$ cat config.mk
export PLATFORM = sky130hd
export DESIGN_NAME = bat_register_file
export DESIGN_NICKNAME = d
export VERILOG_FILES = /design/src/rtl/bat_register_file.sv
export SDC_FILE = /design/constraint.sdc
export NUM_CORES = 1
export LEC_CHECK = 0
export ABC_AREA = 1
export BUFFER_PORTS_ARGS = -buffer_cell sky130_fd_sc_hd__buf_2
export CAP_MARGIN = 15
export CORE_ASPECT_RATIO = 0.9
export CORE_UTILIZATION = 35
export CTS_CLUSTER_SIZE = 10
export DETAILED_ROUTE_END_ITERATION = 12
export GPL_ROUTABILITY_DRIVEN = 1
export GPL_TIMING_DRIVEN = 0
export MAX_ROUTING_LAYER = met4
export PLACE_DENSITY = 0.56
export SLEW_MARGIN = 20
export SYNTH_ARGS = -nofsm -noshare
export SYNTH_HDL_FRONTEND = slang
export SYNTH_SLANG_ARGS = --single-unit
$ cat constraint.sdc
create_clock -name CLK -period 5.5 [get_ports CLK]
set_clock_uncertainty 0.1 [all_clocks]
set_input_delay 0.55 -clock CLK [delete_from_list [all_inputs] [get_ports CLK]]
set_output_delay 0.55 -clock CLK [all_outputs]
set_load 0.05 [all_outputs]
$ cat src/rtl/bat_register_file.sv
// General-purpose register file (r0=A, r1=B, r7=OUT) with a valid/ready FIFO that captures every OUT update.
// Optional multi-driver bus check enabled by defining BAT_REGFILE_BUS_CHECK_EN.
module bat_register_file #(
  parameter int DATA_W    = 8,
  parameter int NUM_REGS  = 8,
  parameter int OUT_DEPTH = 4
) (
  input  logic                CLK,
  input  logic                RST,
  input  logic [NUM_REGS-1:0] REGS_INC,
  input  logic [NUM_REGS-1:0] REGS_RW,
  input  logic [NUM_REGS-1:0] REGS_EN,
  input  logic [DATA_W-1:0]   BUS_IN,
  output logic [DATA_W-1:0]   BUS_OUT,
  output logic                BUS_DRV,
  output logic [DATA_W-1:0]   A_OUT,
  output logic [DATA_W-1:0]   B_OUT,
  output logic [DATA_W-1:0]   OUT_DATA,
  output logic                OUT_VALID,
  input  logic                OUT_READY,
  output logic                OUT_OVF,
  output logic                BUS_CONFLICT
);

  localparam int PTR_W   = (OUT_DEPTH > 1) ? $clog2(OUT_DEPTH) : 1;
  localparam int CNT_W   = PTR_W + 1;
  localparam int OUT_IDX = NUM_REGS - 1;
  localparam logic [CNT_W-1:0] FULL_CNT = CNT_W'(OUT_DEPTH);

  logic [DATA_W-1:0]   regs    [NUM_REGS];
  logic [DATA_W-1:0]   reg_nxt [NUM_REGS];
  logic [NUM_REGS-1:0] reg_wr;
  logic [NUM_REGS-1:0] drv;

  assign drv     = REGS_EN & REGS_RW;
  assign BUS_DRV = |drv;
  assign A_OUT   = regs[0];
  assign B_OUT   = regs[1];

  // Scan high to low so the lowest-index driver wins.
  always_comb begin
    BUS_OUT = '0;
    for (int i = NUM_REGS - 1; i >= 0; i--) begin
      if (drv[i]) BUS_OUT = regs[i];
    end
  end

  always_comb begin
    for (int i = 0; i < NUM_REGS; i++) begin
      reg_wr[i]  = 1'b0;
      reg_nxt[i] = regs[i];
      if (REGS_INC[i] && !REGS_RW[i]) begin
        reg_wr[i]  = 1'b1;
        reg_nxt[i] = regs[i] + 1'b1;
      end else if (!REGS_INC[i] && REGS_EN[i] && !REGS_RW[i]) begin
        reg_wr[i]  = 1'b1;
        reg_nxt[i] = BUS_IN;
      end
    end
  end

  always_ff @(posedge CLK) begin
    if (!RST) begin
      for (int i = 0; i < NUM_REGS; i++) regs[i] <= '0;
    end else begin
      for (int i = 0; i < NUM_REGS; i++) begin
        if (reg_wr[i]) regs[i] <= reg_nxt[i];
      end
    end
  end

  logic [DATA_W-1:0] fifo_mem [OUT_DEPTH];
  logic [PTR_W-1:0]  wr_ptr;
  logic [PTR_W-1:0]  rd_ptr;
  logic [CNT_W-1:0]  count;
  logic [DATA_W-1:0] last_head;
  logic              push;
  logic              push_ok;
  logic              pop;
  logic              empty;
  logic              full;
  logic              ovf_q;

  assign push    = reg_wr[OUT_IDX];
  assign empty   = (count == '0);
  assign full    = (count == FULL_CNT);
  assign pop     = !empty && OUT_READY;
  // A pop in the same cycle frees the slot the push needs.
  assign push_ok = push && (!full || pop);

  always_ff @(posedge CLK) begin
    if (RST && push_ok) fifo_mem[wr_ptr] <= reg_nxt[OUT_IDX];
  end

  always_ff @(posedge CLK) begin
    if (!RST) begin
      wr_ptr    <= '0;
      rd_ptr    <= '0;
      count     <= '0;
      last_head <= '0;
      ovf_q     <= 1'b0;
    end else begin
      if (push_ok) wr_ptr <= wr_ptr + 1'b1;
      if (pop) begin
        rd_ptr    <= rd_ptr + 1'b1;
        last_head <= fifo_mem[rd_ptr];
      end
      if (push_ok && !pop)      count <= count + 1'b1;
      else if (!push_ok && pop) count <= count - 1'b1;
      if (push && !push_ok) ovf_q <= 1'b1;
    end
  end

  assign OUT_VALID = !empty;
  assign OUT_DATA  = empty ? last_head : fifo_mem[rd_ptr];
  assign OUT_OVF   = ovf_q;

`ifdef BAT_REGFILE_BUS_CHECK_EN
  logic multi_drv;
  logic conflict_q;

  // Clearing the lowest set bit leaves something only when two or more regs drive.
  assign multi_drv = |(drv & (drv - 1'b1));

  always_ff @(posedge CLK) begin
    if (!RST)           conflict_q <= 1'b0;
    else if (multi_drv) conflict_q <= 1'b1;
  end

`ifndef SYNTHESIS
  always_ff @(posedge CLK) begin
    if (RST && multi_drv) $display("REGFILE bus conflict");
  end
`endif

  assign BUS_CONFLICT = conflict_q;
`else
  assign BUS_CONFLICT = 1'b0;
`endif

endmodule

==> flow_metrics.py <==
metrics = {
    "run_status": {
        "outcome": "complete, no violations",
    },
    "clock_tree": {
        "clk_pin_slew_ps": 60,
        "clockBufferDepth": 2,
        "postCtsSetupBuffers": 0,
        "cts_resized": 0,
        "postCtsHoldBufs": 0,
        "clock_latency_ps": 420,
        "htreeDepth": 4,
        "numClockSinks": 114,
        "cts_made_buffers": 17,
        "cts-root-buf": "clkbuf_16",
        "cts_tree": "yes",
    },
    "timing": {
        "worstMarginPinSlew_ps": 814,
        "relSlewSlack_pct": 45.5,
        "finalSetupViolCount": 0,
        "finalCriticalPeriod_ps": 2560,
        "maxSlewViolCount": 0,
        "fin_crit_sh_pct": 46.5,
        "rsz0062_at_grt": "false",
        "finalHoldViolations": 0,
        "max_freq_mhz": 391,
        "setup_tns_ps": 0,
        "setup_ws_ps": 2940,
    },
    "floorplanning": {
        "die_x_um": 153,
        "die-area_mm2": 0.0211,
        "rows": 49,
        "coreArea_mm2": 0.0200,
        "io_pins": 71,
        "die_h_um": 138,
        "initial_core_util_pct": 35.8,
    },
    "power_and_ir_drop": {
        "p_per_area_mw_per_mm2": 366,
        "ir_worst_vdd_v": 0.000205,
        "p_leak_nw": 3.74,
    },
    "worst_setup_path": {
        "required_ps": 4850,
        "criticalPathCategory": "register to output pin",
        "worst-path-buf-inv": 3,
        "crit_top_cell": "buf_2",
        "path_cells": "buf_1 > buf_2 > a21oi_1 > o21ai_0 > buf_2",
        "crit_fanout": 10,
        "worstSetupStartpointType": "register",
        "cp_data_arrival_time_ps": 1910,
        "end_kind": "output pin",
        "max_stage_delay_ps": 310,
        "crit_family": "buffers and inverters",
        "slowest_stage": "dfxtp_1",
    },
    "route": {
        "route.met2.wl_um": 8830,
        "drtPass1Iterations": 5,
        "wl_per_cell_um": 15.2,
        "vias": 6200,
        "wirelength_um": 19200,
        "met3_length_um": 879,
        "drtIter0Drc": 429,
        "wl_met1_um": 9150,
        "via_per_inst": 4.92,
        "highest_layer": "met4",
        "drc_errors": 0,
        "antenna_left": 0,
    },
    "synth": {
        "synth-simple-area-share_pct": 23.7,
        "synthDistinctLibCells": 42,
        "syn_inst": 909,
        "synth-compound-area-share_pct": 14.4,
        "synthesis.area_mm2": 0.00718,
        "synth_xor_area_share_pct": 3.17,
        "yosysSeqAreaShare_pct": 45.2,
        "synthMuxAreaShare_pct": 0,
        "yosysWarningCount": 0,
        "synth_nets": 958,
        "synth_top_family_by_area": "simple AND/OR/NAND/NOR gates",
        "synthAdderAreaFrac_pct": 2.55,
        "syn_area_per_cell_um2": 7.89,
        "ys_seq_elements": 114,
    },
    "grt": {
        "grt-ovfl-total": 0,
        "grt_pass1_wl_um": 30200,
        "grt_start_max_net_pins": 17,
        "grt_pass1_vias": 5690,
        "grt.total_usage_pct": 19.5,
        "antenna_found_initial": 0,
    },
    "placed_design": {
        "post-place-ws_ps": 2990,
        "io_buffers": 64,
        "place_hpwl_um": 13900,
        "dp_cells": 1228,
        "gp_congestion": 0.854,
    },
    "cells_and_area": {
        "drive_above_1_share_pct": 16.5,
        "nNetsFinal": 1041,
        "area_growth_pct": 16.7,
        "fin_cells": 1260,
        "antennaDiodeCount": 0,
    },
    "min_path": {
        "min_path_type": "register to register",
    },
    "job": {
        "cap_violations": 0,
    },
}
-- path summary, 6_finish.rpt --
path,from,end,slack [ps],cells past startpoint
max reg2reg,count[0],count[2],3480,11
min reg2reg,rd_ptr[1],register,360,2
min,rd_ptr[1],register,360,2
max,register,OUT_DATA[3],2940,5
-- power by group --
| group | internal (mW) | total, mW | switching, mW |
|---|---|---|---|
| clock | 0.633 | 1.05 | 0.414 |
| combinational | 0.244 | 0.898 | 0.653 |
| sequential | 1.04 | 1.12 | 0.0721 |
| total | 1.92 | 3.06 | 1.14 |
-- through the flow --
stage,power (mW),utilization [%],hold WS [ps],instance area (µm²)
after global placement,2.02,39.0,353,7820
final,3.06,41.8,357,8370
after CTS,3.08,41.8,362,8370
after global routing,3.22,41.8,385,8370
after detailed placement,2.03,39.0,354,7820
after floorplan,1.80,-,333,7180
-- worst reg2reg max path: cells and delay by family (launching register included) --
family | cells | cell delay [ps]
flops | 1 | 410
buf+inv | 2 | 130
fa+ha+maj | 2 | 530
simple gates | 3 | 280
compound gates | 4 | 470
-- placed cells by master (no fill, tap or decap), types with 5 or more instances in the layout --
| cell | count |
|---|---|
| a21oi_1 | 98 |
| nand3_1 | 69 |
| nor2_2 | 7 |
| inv_1 | 118 |
| clkbuf_16 | 17 |
| o21bai_1 | 7 |
| nor2_1 | 64 |
| edfxtp_1 | 96 |
| inv_2 | 9 |
| dfxtp_1 | 18 |
| xnor2_1 | 9 |
| nand2_1 | 216 |
| clkbuf_1 | 5 |
| ha_1 | 13 |
| o21ai_1 | 9 |
| nor3_1 | 7 |
| buf_2 | 74 |
| xor2_1 | 17 |
| a31oi_1 | 6 |
| nand4_1 | 9 |
| o21ai_0 | 64 |
| buf_4 | 23 |
-- metal layers --
metal | track usage, % | up-vias
met5 | - | -
met4 | 6.00 | 0
met3 | 3.81 | 26
met2 | 30.8 | 149
met1 | 25.3 | 2863
li1 | - | 3162
-- layout make-up --
cell class	count	area, µm²
tap	255	319
multi-input combinational	622	3150
timing repair buffer	64	320
inverter	129	489
sequential	114	3240
fill	2072	11700
buffer	44	294
clock inverter	12	110
clock buffer	20	447
-- registers in the layout, indices dropped and copies added, names as in the netlist, named ones only --
name and cells:
fifo_mem 32, OUT_OVF 1, count 3, rd_ptr 2
last_head 8, regs 64, wr_ptr 2
-- cells by family (layout without fill, tap and decap cells) --
| logic type | count (synthesis) | in the layout |
|---|---|---|
| buffers and inverters | 173 | 269 |
| AO/OA/AOI/OAI | 192 | 192 |
| other | 1 | 1 |
| AND/OR/NAND/NOR | 389 | 389 |
| adder cells (fa/ha/maj) | 14 | 14 |
| flip-flops | 114 | 114 |
| XOR/XNOR | 26 | 26 |
-- Yosys cell counts (all sizes together) --
master | instances | area [µm²]
a31oi | 6 | 37.5
xor2 | 17 | 149
nand3 | 70 | 363
clkbuf | 3 | 11.3
o21ai | 74 | 374
inv | 129 | 489
nor2 | 74 | 327
dfxtp | 18 | 360
conb | 1 | 3.75
fa | 1 | 20.0
edfxtp | 96 | 2880
ha | 13 | 163
nor3 | 7 | 35.0
o21bai | 8 | 71.3
xnor2 | 9 | 78.8
buf | 41 | 283
nand4 | 9 | 56.3
or2 | 4 | 25.0
o211ai | 2 | 20.0
nand2 | 223 | 883
nand3b | 2 | 15.0
o22ai | 2 | 12.5
a21oi | 100 | 516
No activity file was read; power rests on OpenSTA's default activity.
